--- config.mk ---
export PLATFORM = sky130hd
export DESIGN_NAME = oversampling_period_meter
export DESIGN_NICKNAME = d
export VERILOG_FILES = /design/src/rtl/oversampling_period_meter.sv
export SDC_FILE = /design/constraint.sdc
export NUM_CORES = 1
export LEC_CHECK = 0
export CAP_MARGIN = 40
export CORE_MARGIN = 8
export CORE_UTILIZATION = 30
export CTS_CLUSTER_SIZE = 28
export DETAILED_ROUTE_END_ITERATION = 8
export GPL_TIMING_DRIVEN = 0
export PLACE_DENSITY = 0.52
export SLEW_MARGIN = 20
export SYNTH_ARGS = -nofsm -noshare
export SYNTH_HDL_FRONTEND = slang
export SYNTH_SLANG_ARGS = --single-unit
--- constraint.sdc ---
create_clock -name CLK_PARALLEL -period 4.17 [get_ports CLK_PARALLEL]
set_input_delay 0.834 -clock CLK_PARALLEL [delete_from_list [all_inputs] [get_ports CLK_PARALLEL]]
set_output_delay 0.834 -clock CLK_PARALLEL [all_outputs]
set_load 0.01 [all_outputs]
--- src/rtl/oversampling_period_meter.sv ---
// Converts detector edge reports into fine timestamps and measures full input
// periods as the sum of the last two half-periods, in 1/64-cycle units.
module oversampling_period_meter #(
  parameter int COUNTER_BITS    = 26,
  parameter int MIN_HALF_PERIOD = 64,
  parameter int TIMEOUT_CYCLES  = 65536,
  localparam int H  = COUNTER_BITS + 6,
  localparam int IW = $clog2(TIMEOUT_CYCLES + 1)
) (
  input  logic         CLK_PARALLEL,
  input  logic         RESETN,
  input  logic         CE,
  input  logic         CHANGED_FLAG,
  input  logic [5:0]   CHANGED_BIT,
  output logic         PERIOD_VALID,
  output logic [H-1:0] PERIOD_OUT,
  output logic [H-1:0] HALF_OUT,
  output logic         GLITCH,
  output logic         NO_SIGNAL
);

  typedef enum logic [1:0] {IDLE, EDGE1, RUN} state_t;

  state_t                  state_q, state_d;
  logic [COUNTER_BITS-1:0] cycle_cnt_q;
  logic [IW-1:0]           idle_q, idle_inc;
  logic [H-1:0]            ts, half, ts_prev_q, half_prev_q;
  logic                    flag, short_half, timeout;
  logic                    glitch_d, period_d, accept_d;

  // stage 1
  logic                    s1_period_q, s1_glitch_q;
  logic [H-1:0]            s1_half_q, s1_hprev_q;

  // stage 2 / outputs
  logic                    pv_q, gl_q, ns_q;
  logic [H-1:0]            po_q, ho_q;

  assign flag       = CE & CHANGED_FLAG;
  assign ts         = {cycle_cnt_q, CHANGED_BIT};
  // modular subtraction keeps half correct across counter wrap
  assign half       = ts - ts_prev_q;
  assign short_half = half < H'(MIN_HALF_PERIOD);
  assign idle_inc   = (idle_q == IW'(TIMEOUT_CYCLES)) ? idle_q : idle_q + IW'(1);
  // an edge landing in the timeout cycle takes priority
  assign timeout    = CE && !flag && (idle_inc == IW'(TIMEOUT_CYCLES));

  always_ff @(posedge CLK_PARALLEL or negedge RESETN) begin
    if (!RESETN) state_q <= IDLE;
    else         state_q <= state_d;
  end

  always_comb begin
    state_d = state_q;
    if (flag) begin
      case (state_q)
        IDLE:    state_d = EDGE1;
        EDGE1:   state_d = short_half ? EDGE1 : RUN;
        RUN:     state_d = short_half ? EDGE1 : RUN;
        default: state_d = IDLE;
      endcase
    end else if (timeout) begin
      state_d = IDLE;
    end
  end

  always_comb begin
    glitch_d = 1'b0;
    accept_d = 1'b0;
    period_d = 1'b0;
    if (flag && state_q != IDLE) begin
      glitch_d = short_half;
      accept_d = !short_half;
      period_d = !short_half && (state_q == RUN);
    end
  end

  always_ff @(posedge CLK_PARALLEL or negedge RESETN) begin
    if (!RESETN) begin
      cycle_cnt_q <= '0;
      idle_q      <= '0;
      ts_prev_q   <= '0;
      half_prev_q <= '0;
      s1_period_q <= 1'b0;
      s1_glitch_q <= 1'b0;
      s1_half_q   <= '0;
      s1_hprev_q  <= '0;
    end else if (CE) begin
      cycle_cnt_q <= cycle_cnt_q + COUNTER_BITS'(1);
      idle_q      <= flag ? '0 : idle_inc;
      if (flag)     ts_prev_q   <= ts;
      if (accept_d) half_prev_q <= half;
      s1_period_q <= period_d;
      s1_glitch_q <= glitch_d;
      s1_half_q   <= half;
      s1_hprev_q  <= half_prev_q;
    end
  end

  always_ff @(posedge CLK_PARALLEL or negedge RESETN) begin
    if (!RESETN) begin
      pv_q <= 1'b0;
      gl_q <= 1'b0;
      ns_q <= 1'b1;
      po_q <= '0;
      ho_q <= '0;
    end else if (CE) begin
      pv_q <= s1_period_q;
      gl_q <= s1_glitch_q;
      if (s1_period_q) begin
        po_q <= s1_half_q + s1_hprev_q;
        ho_q <= s1_half_q;
      end
      if (timeout)          ns_q <= 1'b1;
      else if (s1_period_q) ns_q <= 1'b0;
    end else begin
      pv_q <= 1'b0;
      gl_q <= 1'b0;
    end
  end

  assign PERIOD_VALID = pv_q;
  assign GLITCH       = gl_q;
  assign NO_SIGNAL    = ns_q;
  assign PERIOD_OUT   = po_q;
  assign HALF_OUT     = ho_q;

endmodule

==> metrics.txt, run 1 <==
# TYPE chip_impl_metric gauge
chip_impl_metric{name="clkTransAtPathRegs",unit="ps"} 60
chip_impl_info{name="yosys_most_used_dff",value="sky130_fd_sc_hd__dfrtp_1"} 1
chip_impl_metric{name="vdd_drop_max",unit="µV"} 365
chip_impl_metric{name="syn_inst",unit=""} 1336
chip_impl_metric{name="cellInternalPower",unit="W"} 0.00766
chip_impl_metric{name="totalWireLength",unit="µm"} 33700
chip_impl_metric{name="ys_seq_area_share",unit="%"} 45.4
chip_impl_metric{name="slew_limit_fails",unit=""} 0
chip_impl_metric{name="synthArstFlopShare",unit="%"} 100
chip_impl_metric{name="power.total",unit="W"} 0.0126
chip_impl_metric{name="core_region_area",unit="µm²"} 44000
chip_impl_metric{name="port-buffer-count",unit=""} 74
chip_impl_metric{name="finalHoldViolations",unit=""} 0
chip_impl_info{name="cts_tree",value="built"} 1
chip_impl_metric{name="synth.yosys.warnings",unit=""} 0
chip_impl_metric{name="p_switching",unit="W"} 0.00496
chip_impl_metric{name="boundaryPins",unit=""} 77
chip_impl_metric{name="worstRegToRegCells",unit=""} 15
chip_impl_metric{name="cp_data_arrival_time",unit="ps"} 4620
chip_impl_metric{name="worst_slew_pin_slew",unit="ps"} 839
chip_impl_metric{name="die_area",unit="µm²"} 51500
chip_impl_metric{name="setup_tns",unit="ps"} -102
chip_impl_metric{name="ff_latch_count_synth",unit=""} 242
chip_impl_metric{name="post_drt_wl_per_cell",unit="µm"} 16.3
chip_impl_info{name="layout.cells.most_common_list",value="sky130_fd_sc_hd__dfrtp_1 (241), sky130_fd_sc_hd__nand2_1 (190), sky130_fd_sc_hd__mux2_2 (89)"} 1
chip_impl_metric{name="grt_start_max_net_pins",unit=""} 96
chip_impl_metric{name="edff_count_synth",unit=""} 0
chip_impl_metric{name="clock_insertion_delay_worst_skew",unit="ps"} 540
chip_impl_metric{name="final_antenna_net_count",unit=""} 0
chip_impl_metric{name="grt_util_all_layers",unit="%"} 13.0
chip_impl_metric{name="cp.required",unit="ps"} 4600
chip_impl_metric{name="global_route_wire_length_before_repair",unit="µm"} 54400
chip_impl_metric{name="clk_path_buf_depth",unit=""} 3
chip_impl_metric{name="min_period_over_period",unit="%"} 101
chip_impl_metric{name="seq_power_share",unit="%"} 30.1
chip_impl_metric{name="max_cap_viol_count",unit=""} 0
chip_impl_metric{name="dpl-instance-area",unit="µm²"} 15000
chip_impl_metric{name="route.vias.total",unit=""} 9994
chip_impl_metric{name="maxClockFrequency",unit="MHz"} 238
chip_impl_metric{name="cp_max_fo",unit=""} 5
chip_impl_info{name="cts-root-buf",value="sky130_fd_sc_hd__clkbuf_16"} 1
chip_impl_metric{name="detailedRoute.firstIterationViolations",unit=""} 573
chip_impl_info{name="rsz0062_at_grt",value="yes"} 1
chip_impl_metric{name="vias_per_cell",unit=""} 4.84
chip_impl_metric{name="clockPowerShare",unit="%"} 18.3
chip_impl_metric{name="slew-limit-headroom",unit="%"} 44.0
chip_impl_metric{name="antenna_violations_before_repair",unit=""} 0
chip_impl_metric{name="die_h",unit="µm"} 227
chip_impl_metric{name="first_global_vias",unit=""} 9827
chip_impl_metric{name="final_critical_path_setup_slack",unit="ps"} -23.5
chip_impl_metric{name="area_occupied_by_multi_input_gates",unit="µm²"} 6980
chip_impl_metric{name="areaGrowthSynthToFinish",unit="%"} 21.0
chip_impl_info{name="startpoint_type",value="input port"} 1
chip_impl_metric{name="fin_worst_skew",unit="ps"} 21.1
chip_impl_metric{name="synth_fp_nets",unit=""} 1416
chip_impl_metric{name="timing.final.crit_period",unit="ps"} 4190
chip_impl_info{name="path_class",value="input port to register"} 1
chip_impl_metric{name="cts_htree_levels",unit=""} 1
chip_impl_metric{name="globalRoute.totalOverflow",unit=""} 0
chip_impl_metric{name="antennaDiodeCount",unit=""} 0
chip_impl_metric{name="horiz_die_dim",unit="µm"} 227
chip_impl_metric{name="design.final.nets",unit=""} 1535
chip_impl_info{name="outcome",value="finished with violations"} 1
chip_impl_metric{name="seqCellArea",unit="µm²"} 6060
chip_impl_metric{name="detail_route.drc_violations",unit=""} 0
chip_impl_metric{name="hold_ws",unit="ps"} 260
chip_impl_metric{name="clock-sinks",unit=""} 242
chip_impl_metric{name="placement_rows",unit=""} 77
chip_impl_metric{name="layout.cell_area.non_filler",unit="µm²"} 16200
chip_impl_metric{name="final-setup-viol-count",unit=""} 6
chip_impl_metric{name="synthesis.area",unit="µm²"} 13300
chip_impl_info{name="violations",value="setup timing"} 1
chip_impl_metric{name="post-dp-hpwl",unit="µm"} 25500
chip_impl_info{name="worstSetupEndpointType",value="register"} 1
chip_impl_metric{name="number_of_distinct_library_cell_variants_in_the_gate_level_netlist_after_synthesis",unit=""} 73
chip_impl_metric{name="power_per_cell_area",unit="nW/µm²"} 781
chip_impl_metric{name="gate_power_share",unit="%"} 51.5
chip_impl_metric{name="sw_frac_of_total",unit="%"} 39.3
chip_impl_metric{name="globalplace.congestion",unit=""} 0.879
chip_impl_metric{name="power_leakage",unit="nW"} 7.18
chip_impl_metric{name="final_core_util",unit="%"} 36.7
chip_impl_metric{name="post_cts_hold_buffer_count",unit=""} 0
chip_impl_metric{name="drt-pass1-iter-count",unit=""} 4
chip_impl_metric{name="filler_cell_count",unit=""} 4421
chip_impl_metric{name="final_layout_size_suffix_gt1_share",unit="%"} 14.1
chip_impl_info{name="hold_path_class",value="input port to asynchronous set/reset pin"} 1
chip_impl_metric{name="cts_buffers",unit=""} 27
chip_impl_metric{name="initial_utilization",unit="%"} 30.3
chip_impl_metric{name="synth_area_per_cell",unit="µm²"} 9.99
chip_impl_info{name="layout.cells.most_common",value="sky130_fd_sc_hd__dfrtp_1"} 1
-- final timing paths --
check / slack (ps) / endpoint / from
setup / recovery: -20 / half_prev_q[14] / CHANGED_BIT[0]
hold / removal: 260 / idle_q[16] / RESETN
setup reg to reg: 30 / half_prev_q[14] / ts_prev_q[0]
hold reg to reg: 460 / NO_SIGNAL / NO_SIGNAL
max in group asynchronous: 3040 / PERIOD_OUT[3] / RESETN
min in group CLK_PARALLEL: 460 / NO_SIGNAL / NO_SIGNAL
-- synthesized netlist by cell type (all sizes together), types with 22 or more instances --
cell	instances	area (µm²)
nand2	190	713
inv	68	255
a21oi	67	335
nor2	64	240
nand3	31	155
dfrtp	241	6030
o21ai	78	394
nor3	22	110
clkbuf	50	188
xor2	31	272
ha	68	851
xnor2	49	437
a21o	26	195
mux2	107	1270
-- through the flow --
| stage | setup WS [ps] | cells |
|---|---|---|
| 3_3_place_gp | -8270 | 2002 |
| 6_report | -23.5 | 2066 |
| 2_1_floorplan | -23.0 | 1336 |
| 4_1_cts | 4.07 | 2063 |
| 5_1_grt | -66.6 | 2066 |
| 3_5_place_dp | -1430 | 2006 |
-- routing by layer --
layer / share of wire, % / vias to the layer above / track usage, %
met2: 47 / 151 / 21.8
li1: - / 4978 / -
met3: 3.7 / 46 / 1.65
met4: 2.7 / 0 / 3.91
met5: 0 / - / 0
met1: 47 / 4819 / 17.4
-- state kept, by name (all words and copies together), names as in the netlist --
signal / flops
GLITCH: 1
HALF_OUT: 32
NO_SIGNAL: 1
PERIOD_OUT: 32
PERIOD_VALID: 1
cycle_cnt_q: 26
half_prev_q: 32
idle_q: 17
s1_glitch_q: 1
s1_half_q: 32
s1_hprev_q: 32
s1_period_q: 1
state_q: 2
ts_prev_q: 32
-- power groups by stage --
stage	sequential (W)	clock (W)	combinational, W
global placement	0.00383	0	0.00613
detailed placement	0.00386	0	0.00622
global route	0.00393	0.00248	0.00721
CTS	0.00382	0.00239	0.00642
finish	0.00380	0.00231	0.00650
floorplan	0.00379	0	0.00426
-- logic make-up (layout without fill, tap and decap cells) --
kind of cell,count (synthesis),in the layout,share of synthesized area (%)
adder cells (fa/ha/maj),70,70,6.67
XOR/XNOR,80,80,5.31
buffers and inverters,124,262,3.62
AND/OR/NAND/NOR,420,420,14.8
AO/OA/AOI/OAI,279,279,13.6
flip-flops,242,242,45.4
multiplexers,121,121,10.6
-- worst max-delay path, cell delays in order --
cell and delay [ps]:
sky130_fd_sc_hd__buf_8 110, sky130_fd_sc_hd__inv_12 40, sky130_fd_sc_hd__ha_4 130, sky130_fd_sc_hd__inv_2 40, sky130_fd_sc_hd__fa_2 390, sky130_fd_sc_hd__a211oi_2 230, sky130_fd_sc_hd__o21ai_2 110, sky130_fd_sc_hd__o31a_1 370
sky130_fd_sc_hd__xnor2_2 170, sky130_fd_sc_hd__or3b_4 410, sky130_fd_sc_hd__or4_4 440, sky130_fd_sc_hd__nor4b_4 260, sky130_fd_sc_hd__and4_4 280, sky130_fd_sc_hd__a41oi_4 160, sky130_fd_sc_hd__buf_12 190, sky130_fd_sc_hd__clkbuf_16 160
sky130_fd_sc_hd__mux2_4 290
-- repair_timing --
item | CTS | global route
resized for setup | 30 | 18
buffers inserted | 9 | 2
pin swaps | 9 | 9
gates cloned | 0 | 1
endpoints found under the setup margin | 36 | 35
-- cell type report --
| cell class | count | share of cell area (%) |
|---|---|---|
| Clock buffer | 36 | 4.52 |
| Clock inverter | 12 | 0.744 |
| Sequential cell | 242 | 37.5 |
| Timing Repair Buffer | 90 | 6.25 |
| Buffer | 55 | 1.50 |
| Inverter | 69 | 1.68 |
| Multi-Input combinational cell | 970 | 43.2 |
| Tap cell | 592 | 4.59 |
No activity file was read; power rests on OpenSTA's default activity.
==> inputs of run 2 (changes only) <==
--- a/config.mk
+++ b/config.mk
@@ -7,11 +7,11 @@
 export LEC_CHECK = 0
 export CAP_MARGIN = 40
 export CORE_MARGIN = 8
-export CORE_UTILIZATION = 30
+export CORE_UTILIZATION = 60
 export CTS_CLUSTER_SIZE = 28
 export DETAILED_ROUTE_END_ITERATION = 8
 export GPL_TIMING_DRIVEN = 0
-export PLACE_DENSITY = 0.52
+export PLACE_DENSITY = 0.86
 export SLEW_MARGIN = 20
 export SYNTH_ARGS = -nofsm -noshare
 export SYNTH_HDL_FRONTEND = slang
==> metrics.txt, run 2 (same netlist as run 1, synthesis figures left out) <==
# TYPE chip_impl_metric gauge
chip_impl_metric{name="first_global_vias",unit=""} 10700
chip_impl_metric{name="globalRoute.totalOverflow",unit=""} 0
chip_impl_metric{name="power_per_cell_area",unit="nW/µm²"} 828
chip_impl_metric{name="rrSetupSlack",unit="ps"} -50
chip_impl_metric{name="cts_htree_levels",unit=""} 1
chip_impl_metric{name="cp.required",unit="ps"} 4580
chip_impl_metric{name="maxClockFrequency",unit="MHz"} 233
chip_impl_metric{name="timing.final.crit_period",unit="ps"} 4280
chip_impl_metric{name="worstRegToRegCells",unit=""} 16
chip_impl_info{name="cts_tree",value="built"} 1
chip_impl_metric{name="horiz_die_dim",unit="µm"} 165
chip_impl_metric{name="globalplace.congestion",unit=""} 0.895
chip_impl_metric{name="die_h",unit="µm"} 165
chip_impl_metric{name="post_drt_wl_per_cell",unit="µm"} 19.7
chip_impl_metric{name="finalNonFillerCells",unit=""} 1752
chip_impl_metric{name="filler_cell_count",unit=""} 1475
chip_impl_info{name="dr.max_layer_used",value="met4"} 1
chip_impl_metric{name="pre_cts_ws",unit="ps"} -1100
chip_impl_info{name="startpoint_type",value="input port"} 1
chip_impl_metric{name="wirelength_met1",unit="µm"} 14600
chip_impl_metric{name="dp.cells",unit=""} 1692
chip_impl_info{name="layout.cells.most_common_list",value="sky130_fd_sc_hd__dfrtp_1 (241), sky130_fd_sc_hd__nand2_1 (190), sky130_fd_sc_hd__mux2_2 (88)"} 1
chip_impl_metric{name="initial_utilization",unit="%"} 61.2
chip_impl_metric{name="dpl-instance-area",unit="µm²"} 14500
chip_impl_metric{name="fin_worst_skew",unit="ps"} 16.0
chip_impl_metric{name="vdd_drop_max",unit="µV"} 400
chip_impl_info{name="regToRegStartpoint",value="ts_prev_q[0]"} 1
chip_impl_metric{name="vias_per_cell",unit=""} 6.17
chip_impl_metric{name="min_period_over_period",unit="%"} 103
chip_impl_metric{name="totalWireLength",unit="µm"} 34600
chip_impl_metric{name="antenna_violations_before_repair",unit=""} 0
chip_impl_metric{name="slew_limit_fails",unit=""} 0
chip_impl_metric{name="cp_max_fo",unit=""} 5
chip_impl_metric{name="hold_ws",unit="ps"} 362
chip_impl_metric{name="core_region_area",unit="µm²"} 21800
chip_impl_metric{name="post-dp-hpwl",unit="µm"} 24100
chip_impl_metric{name="final-setup-viol-count",unit=""} 21
chip_impl_metric{name="boundaryPins",unit=""} 77
chip_impl_metric{name="layout.cell_area.non_filler",unit="µm²"} 15800
chip_impl_info{name="ff_to_ff_end",value="half_prev_q[20]"} 1
chip_impl_info{name="hold_path_class",value="input port to asynchronous set/reset pin"} 1
chip_impl_metric{name="max_cap_viol_count",unit=""} 0
chip_impl_metric{name="route.vias.total",unit=""} 10800
chip_impl_metric{name="grt_util_all_layers",unit="%"} 25.2
chip_impl_metric{name="cp_data_arrival_time",unit="ps"} 4690
chip_impl_metric{name="clock-sinks",unit=""} 242
chip_impl_metric{name="clkTransAtPathRegs",unit="ps"} 60
chip_impl_metric{name="final_layout_size_suffix_gt1_share",unit="%"} 14.2
chip_impl_info{name="path_class",value="input port to register"} 1
chip_impl_metric{name="placement_rows",unit=""} 54
chip_impl_info{name="layout.cells.most_common",value="sky130_fd_sc_hd__dfrtp_1"} 1
chip_impl_info{name="cts-root-buf",value="sky130_fd_sc_hd__clkbuf_16"} 1
chip_impl_metric{name="detail_route.drc_violations",unit=""} 0
chip_impl_metric{name="power_leakage",unit="nW"} 7.19
chip_impl_metric{name="wl_met3",unit="µm"} 2140
chip_impl_metric{name="global_route_wire_length_before_repair",unit="µm"} 55600
chip_impl_info{name="outcome",value="finished with violations"} 1
chip_impl_metric{name="die_area",unit="µm²"} 27300
chip_impl_info{name="worstSetupEndpointType",value="register"} 1
chip_impl_metric{name="antennaDiodeCount",unit=""} 0
chip_impl_metric{name="port-buffer-count",unit=""} 74
chip_impl_metric{name="detailedRoute.firstIterationViolations",unit=""} 811
chip_impl_metric{name="worst_slew_pin_slew",unit="ps"} 816
chip_impl_metric{name="final_critical_path_setup_slack",unit="ps"} -113
chip_impl_metric{name="finalHoldViolations",unit=""} 0
chip_impl_metric{name="slew-limit-headroom",unit="%"} 44.2
chip_impl_metric{name="wl_met2",unit="µm"} 16500
chip_impl_info{name="rsz0062_at_grt",value="yes"} 1
chip_impl_metric{name="clk_path_buf_depth",unit=""} 3
chip_impl_info{name="violations",value="setup timing"} 1
chip_impl_metric{name="post_cts_hold_buffer_count",unit=""} 0
chip_impl_metric{name="areaGrowthSynthToFinish",unit="%"} 18.2
chip_impl_metric{name="grt_start_max_net_pins",unit=""} 100
chip_impl_metric{name="final_antenna_net_count",unit=""} 0
chip_impl_metric{name="drt-pass1-iter-count",unit=""} 5
chip_impl_metric{name="clock_insertion_delay_worst_skew",unit="ps"} 530
chip_impl_metric{name="design.final.nets",unit=""} 1535
chip_impl_metric{name="cts_buffers",unit=""} 27
[run 2: how the worst max path moves through the flow]
stage / cells past startpoint / to / start / slack, ps
detailed placement: 16 / half_prev_q[11] / CHANGED_BIT[0] / -1100
global placement: 1 / ts_prev_q[9] / RESETN / -7550
finish: 18 / half_prev_q[20] / CHANGED_BIT[0] / -110
CTS: 16 / state_q[1] / CHANGED_BIT[0] / 20
floorplan: 15 / half_prev_q[10] / CHANGED_BIT[0] / -20
global route: 15 / half_prev_q[14] / CHANGED_BIT[4] / -190
[run 2: worst max-delay path: stages]
cell                       delay (ps)
sky130_fd_sc_hd__buf_8            110
sky130_fd_sc_hd__inv_12            50
sky130_fd_sc_hd__ha_4             150
sky130_fd_sc_hd__inv_4             40
sky130_fd_sc_hd__fa_2             390
sky130_fd_sc_hd__a211oi_2         210
sky130_fd_sc_hd__o21ai_2          130
sky130_fd_sc_hd__o31a_1           340
sky130_fd_sc_hd__buf_4            150
sky130_fd_sc_hd__xnor2_2          140
sky130_fd_sc_hd__or3b_1           370
sky130_fd_sc_hd__or4_4            450
sky130_fd_sc_hd__nor4b_2          220
sky130_fd_sc_hd__and4_1           270
sky130_fd_sc_hd__a41oi_4          170
sky130_fd_sc_hd__buf_12           210
sky130_fd_sc_hd__buf_8            140
sky130_fd_sc_hd__mux2_4           300
[run 2: final cells by class]
class	instances	area, µm²	share of cell area, %
multi-input cells	970	6960	44.1
flip-flops and latches	242	6060	38.4
repair buffers	92	993	6.30
clock buffers	34	742	4.70
well taps	280	350	2.22
inverters	69	274	1.74
plain buffers	53	228	1.44
clock inverters	12	166	1.06
[run 2: report_power, final]
group	internal [W]	switching, W	leakage [nW]
Clock	0.00150	0.000966	0.450
Sequential	0.00321	0.000671	3.02
Combinational	0.00313	0.00359	3.73
[run 2: per-layer routing]
layer  up-vias  GRT usage, %
met5         -             0
met4         0          10.5
met3        86          3.32
met2       408          42.4
met1      5340          32.3
li1       4972             -
[run 2: stage by stage]
stage	util, %	TNS, ps	total power [W]
6_report	72.3	-2000	0.0131
5_1_grt	72.3	-3750	0.0138
4_1_cts	71.9	0	0.0127
3_5_place_dp	66.6	-36710	0.0100
3_3_place_gp	66.3	-1853280	0.00975
2_1_floorplan	-	-388	0.00805
[run 2: what timing repair did]
action / 4_1_cts / 5_1_grt
gates cloned: 2 / 0
endpoints found under the setup margin: 36 / 36
setup buffers: 10 / 4
pin swaps: 8 / 9
gates resized for setup: 26 / 15
==> inputs of run 3 (changes only) <==
--- a/config.mk
+++ b/config.mk
@@ -6,7 +6,6 @@
 export NUM_CORES = 1
 export LEC_CHECK = 0
 export CAP_MARGIN = 40
-export CORE_MARGIN = 8
 export CORE_UTILIZATION = 60
 export CTS_CLUSTER_SIZE = 28
 export DETAILED_ROUTE_END_ITERATION = 8
==> metrics.txt, run 3 (same netlist as run 1, synthesis figures left out) <==
# TYPE chip_impl_metric gauge
chip_impl_metric{name="finalNonFillerCells",unit=""} 1751
chip_impl_metric{name="design.final.nets",unit=""} 1532
chip_impl_metric{name="route.vias.total",unit=""} 10500
chip_impl_info{name="worst_path_max_delay_cell",value="sky130_fd_sc_hd__or4_4"} 1
chip_impl_info{name="worstSetupEndpointType",value="register"} 1
chip_impl_metric{name="totalWireLength",unit="µm"} 33200
chip_impl_info{name="outcome",value="completed"} 1
chip_impl_metric{name="clock_insertion_delay_worst_skew",unit="ps"} 550
chip_impl_metric{name="gate_power_share",unit="%"} 51.7
chip_impl_info{name="cts-root-buf",value="sky130_fd_sc_hd__clkbuf_16"} 1
chip_impl_info{name="rsz0062_at_grt",value="yes"} 1
chip_impl_metric{name="initial_utilization",unit="%"} 61.2
chip_impl_metric{name="dp.cells",unit=""} 1692
chip_impl_metric{name="final_antenna_net_count",unit=""} 0
chip_impl_metric{name="post_cts_hold_buffer_count",unit=""} 0
chip_impl_metric{name="clk_path_buf_depth",unit=""} 3
chip_impl_metric{name="final_critical_path_setup_slack",unit="ps"} 33.1
chip_impl_metric{name="final-setup-viol-count",unit=""} 0
chip_impl_metric{name="pre_cts_ws",unit="ps"} -1200
chip_impl_metric{name="die_h",unit="µm"} 151
chip_impl_metric{name="timing.final.crit_period",unit="ps"} 4140
chip_impl_info{name="layout.cells.most_common",value="sky130_fd_sc_hd__dfrtp_1"} 1
chip_impl_metric{name="slew_limit_fails",unit=""} 0
chip_impl_info{name="path_class",value="input port to register"} 1
chip_impl_metric{name="filler_cell_count",unit=""} 1514
chip_impl_metric{name="grt_util_all_layers",unit="%"} 29.6
chip_impl_metric{name="cellInternalPower",unit="W"} 0.00764
chip_impl_metric{name="sw_frac_of_total",unit="%"} 40.3
chip_impl_metric{name="detailedRoute.firstIterationViolations",unit=""} 614
chip_impl_metric{name="cp_max_fo",unit=""} 5
chip_impl_metric{name="drt-pass1-iter-count",unit=""} 5
chip_impl_metric{name="power_per_cell_area",unit="nW/µm²"} 815
chip_impl_metric{name="placement_rows",unit=""} 54
chip_impl_metric{name="clock-sinks",unit=""} 242
chip_impl_metric{name="dpl-instance-area",unit="µm²"} 14500
chip_impl_metric{name="seq_power_share",unit="%"} 30.3
chip_impl_info{name="cts_tree",value="built"} 1
chip_impl_metric{name="worst_slew_pin_slew",unit="ps"} 911
chip_impl_metric{name="globalplace.congestion",unit=""} 0.867
chip_impl_metric{name="die_area",unit="µm²"} 22800
chip_impl_metric{name="vias_per_cell",unit=""} 6.01
chip_impl_info{name="layout.cells.most_common_list",value="sky130_fd_sc_hd__dfrtp_1 (241), sky130_fd_sc_hd__nand2_1 (190), sky130_fd_sc_hd__mux2_2 (88)"} 1
chip_impl_metric{name="port-buffer-count",unit=""} 74
chip_impl_metric{name="setup_tns",unit="ps"} 0
chip_impl_metric{name="first_global_vias",unit=""} 10200
chip_impl_metric{name="layout.cell_area.non_filler",unit="µm²"} 15700
chip_impl_metric{name="min_period_over_period",unit="%"} 99.2
chip_impl_metric{name="horiz_die_dim",unit="µm"} 151
chip_impl_metric{name="cp_data_arrival_time",unit="ps"} 4570
chip_impl_metric{name="antenna_violations_before_repair",unit=""} 0
chip_impl_metric{name="fin_worst_skew",unit="ps"} 22.2
chip_impl_metric{name="cts_buffers",unit=""} 25
chip_impl_metric{name="antennaDiodeCount",unit=""} 0
chip_impl_metric{name="clkTransAtPathRegs",unit="ps"} 60
chip_impl_metric{name="cp.required",unit="ps"} 4600
chip_impl_metric{name="p_switching",unit="W"} 0.00515
chip_impl_metric{name="slew-limit-headroom",unit="%"} 39.3
chip_impl_metric{name="critPathMaxStageDelay",unit="ps"} 430
chip_impl_metric{name="power_leakage",unit="nW"} 7.15
chip_impl_metric{name="maxClockFrequency",unit="MHz"} 242
chip_impl_info{name="cp_cell_sequence",value="buf_8 > inv_12 > ha_4 > inv_4 > fa_2 > a211oi_2 > o21ai_2 > o31a_1 > xnor2_2 > or3b_4 > or4_4 > nor4b_2 > and4_1 > a41oi_4 > buf_12 > clkbuf_16 > mux2_4"} 1
chip_impl_metric{name="cts_htree_levels",unit=""} 1
chip_impl_metric{name="detail_route.drc_violations",unit=""} 0
chip_impl_info{name="hold_path_class",value="input port to asynchronous set/reset pin"} 1
chip_impl_metric{name="clockPowerShare",unit="%"} 18.0
chip_impl_metric{name="grt_start_max_net_pins",unit=""} 103
chip_impl_metric{name="boundaryPins",unit=""} 77
chip_impl_metric{name="areaGrowthSynthToFinish",unit="%"} 17.6
chip_impl_metric{name="post_drt_wl_per_cell",unit="µm"} 19.0
chip_impl_metric{name="final_layout_size_suffix_gt1_share",unit="%"} 14.3
chip_impl_metric{name="core_region_area",unit="µm²"} 21800
chip_impl_metric{name="vdd_drop_max",unit="µV"} 447
chip_impl_metric{name="global_route_wire_length_before_repair",unit="µm"} 52800
chip_impl_metric{name="globalRoute.totalOverflow",unit=""} 0
chip_impl_metric{name="max_cap_viol_count",unit=""} 0
chip_impl_metric{name="finalHoldViolations",unit=""} 0
chip_impl_metric{name="post-dp-hpwl",unit="µm"} 23300
chip_impl_info{name="startpoint_type",value="input port"} 1
-- run 3: cell types whose count changed in the layout (fill, tap and decap cells not counted), sizes merged --
cell,before,now
clkbuf,83,89
bufinv,4,1
inv,69,70
clkinv,7,5
dlygate4sd2,2,1
clkinvlp,1,2
clkdlybuf4s50,68,69
buf,23,19
-- run 3: path summary, 6_finish.rpt --
check                          startpoint              to  slack, ps  cells after the start
setup / recovery           CHANGED_BIT[0]  half_prev_q[4]         30                     17
min in group CLK_PARALLEL       NO_SIGNAL       NO_SIGNAL        470                      2
max in group asynchronous          RESETN    ts_prev_q[1]       2760                      3
setup reg to reg             ts_prev_q[0]  half_prev_q[4]         70                     15
hold / removal                     RESETN  PERIOD_OUT[21]        170                      1
hold reg to reg                 NO_SIGNAL       NO_SIGNAL        470                      2
-- run 3: critical path: cells and delay by family --
kind	cells	cell delay (ps)
buffers and inverters	5	540
and+or+nand+nor	4	1300
muxes	1	290
adders and majority gates	2	520
xor gates and xnor gates	1	190
AOI/OAI and AO/OA	4	860
-- run 3: layout make-up --
type | count | area, µm² | share of cell area (%)
sequential | 242 | 6060 | 38.6
inverter | 69 | 274 | 1.75
multi-input combinational | 970 | 6960 | 44.3
clock inverter | 9 | 97.6 | 0.622
clock buffer | 37 | 761 | 4.84
timing repair buffer | 89 | 966 | 6.15
buffer | 55 | 239 | 1.52
tap | 280 | 350 | 2.23
-- run 3: layer usage --
metal  track usage [%]  part of all wire (%)
met5                 0                     0
met4              11.8                   3.7
met3              3.64                   4.6
met2              49.7                    49
met1              39.0                    43
-- run 3: repair_timing --
action / CTS / global route
endpoints found under the setup margin: 36 / 36
resized for setup: 17 / 26
pin swaps: 6 / 10
gates cloned: 1 / 1
setup buffers: 8 / 3
-- run 3: through the flow --
step / power [W] / hold WS [ps] / util, %
after floorplan: 0.00805 / 447 / -
after global placement: 0.00971 / 451 / 66.3
after detailed placement: 0.00998 / 457 / 66.6
after CTS: 0.0125 / 172 / 71.2
after global routing: 0.0136 / 195 / 72.0
final: 0.0128 / 169 / 72.0
-- run 3: power groups by stage --
stage	registers (W)	clock network (W)	logic [W]
6_report	0.00388	0.00230	0.00661
5_1_grt	0.00397	0.00241	0.00720
4_1_cts	0.00385	0.00232	0.00634
3_5_place_dp	0.00387	0	0.00610
3_3_place_gp	0.00382	0	0.00589
2_1_floorplan	0.00379	0	0.00426
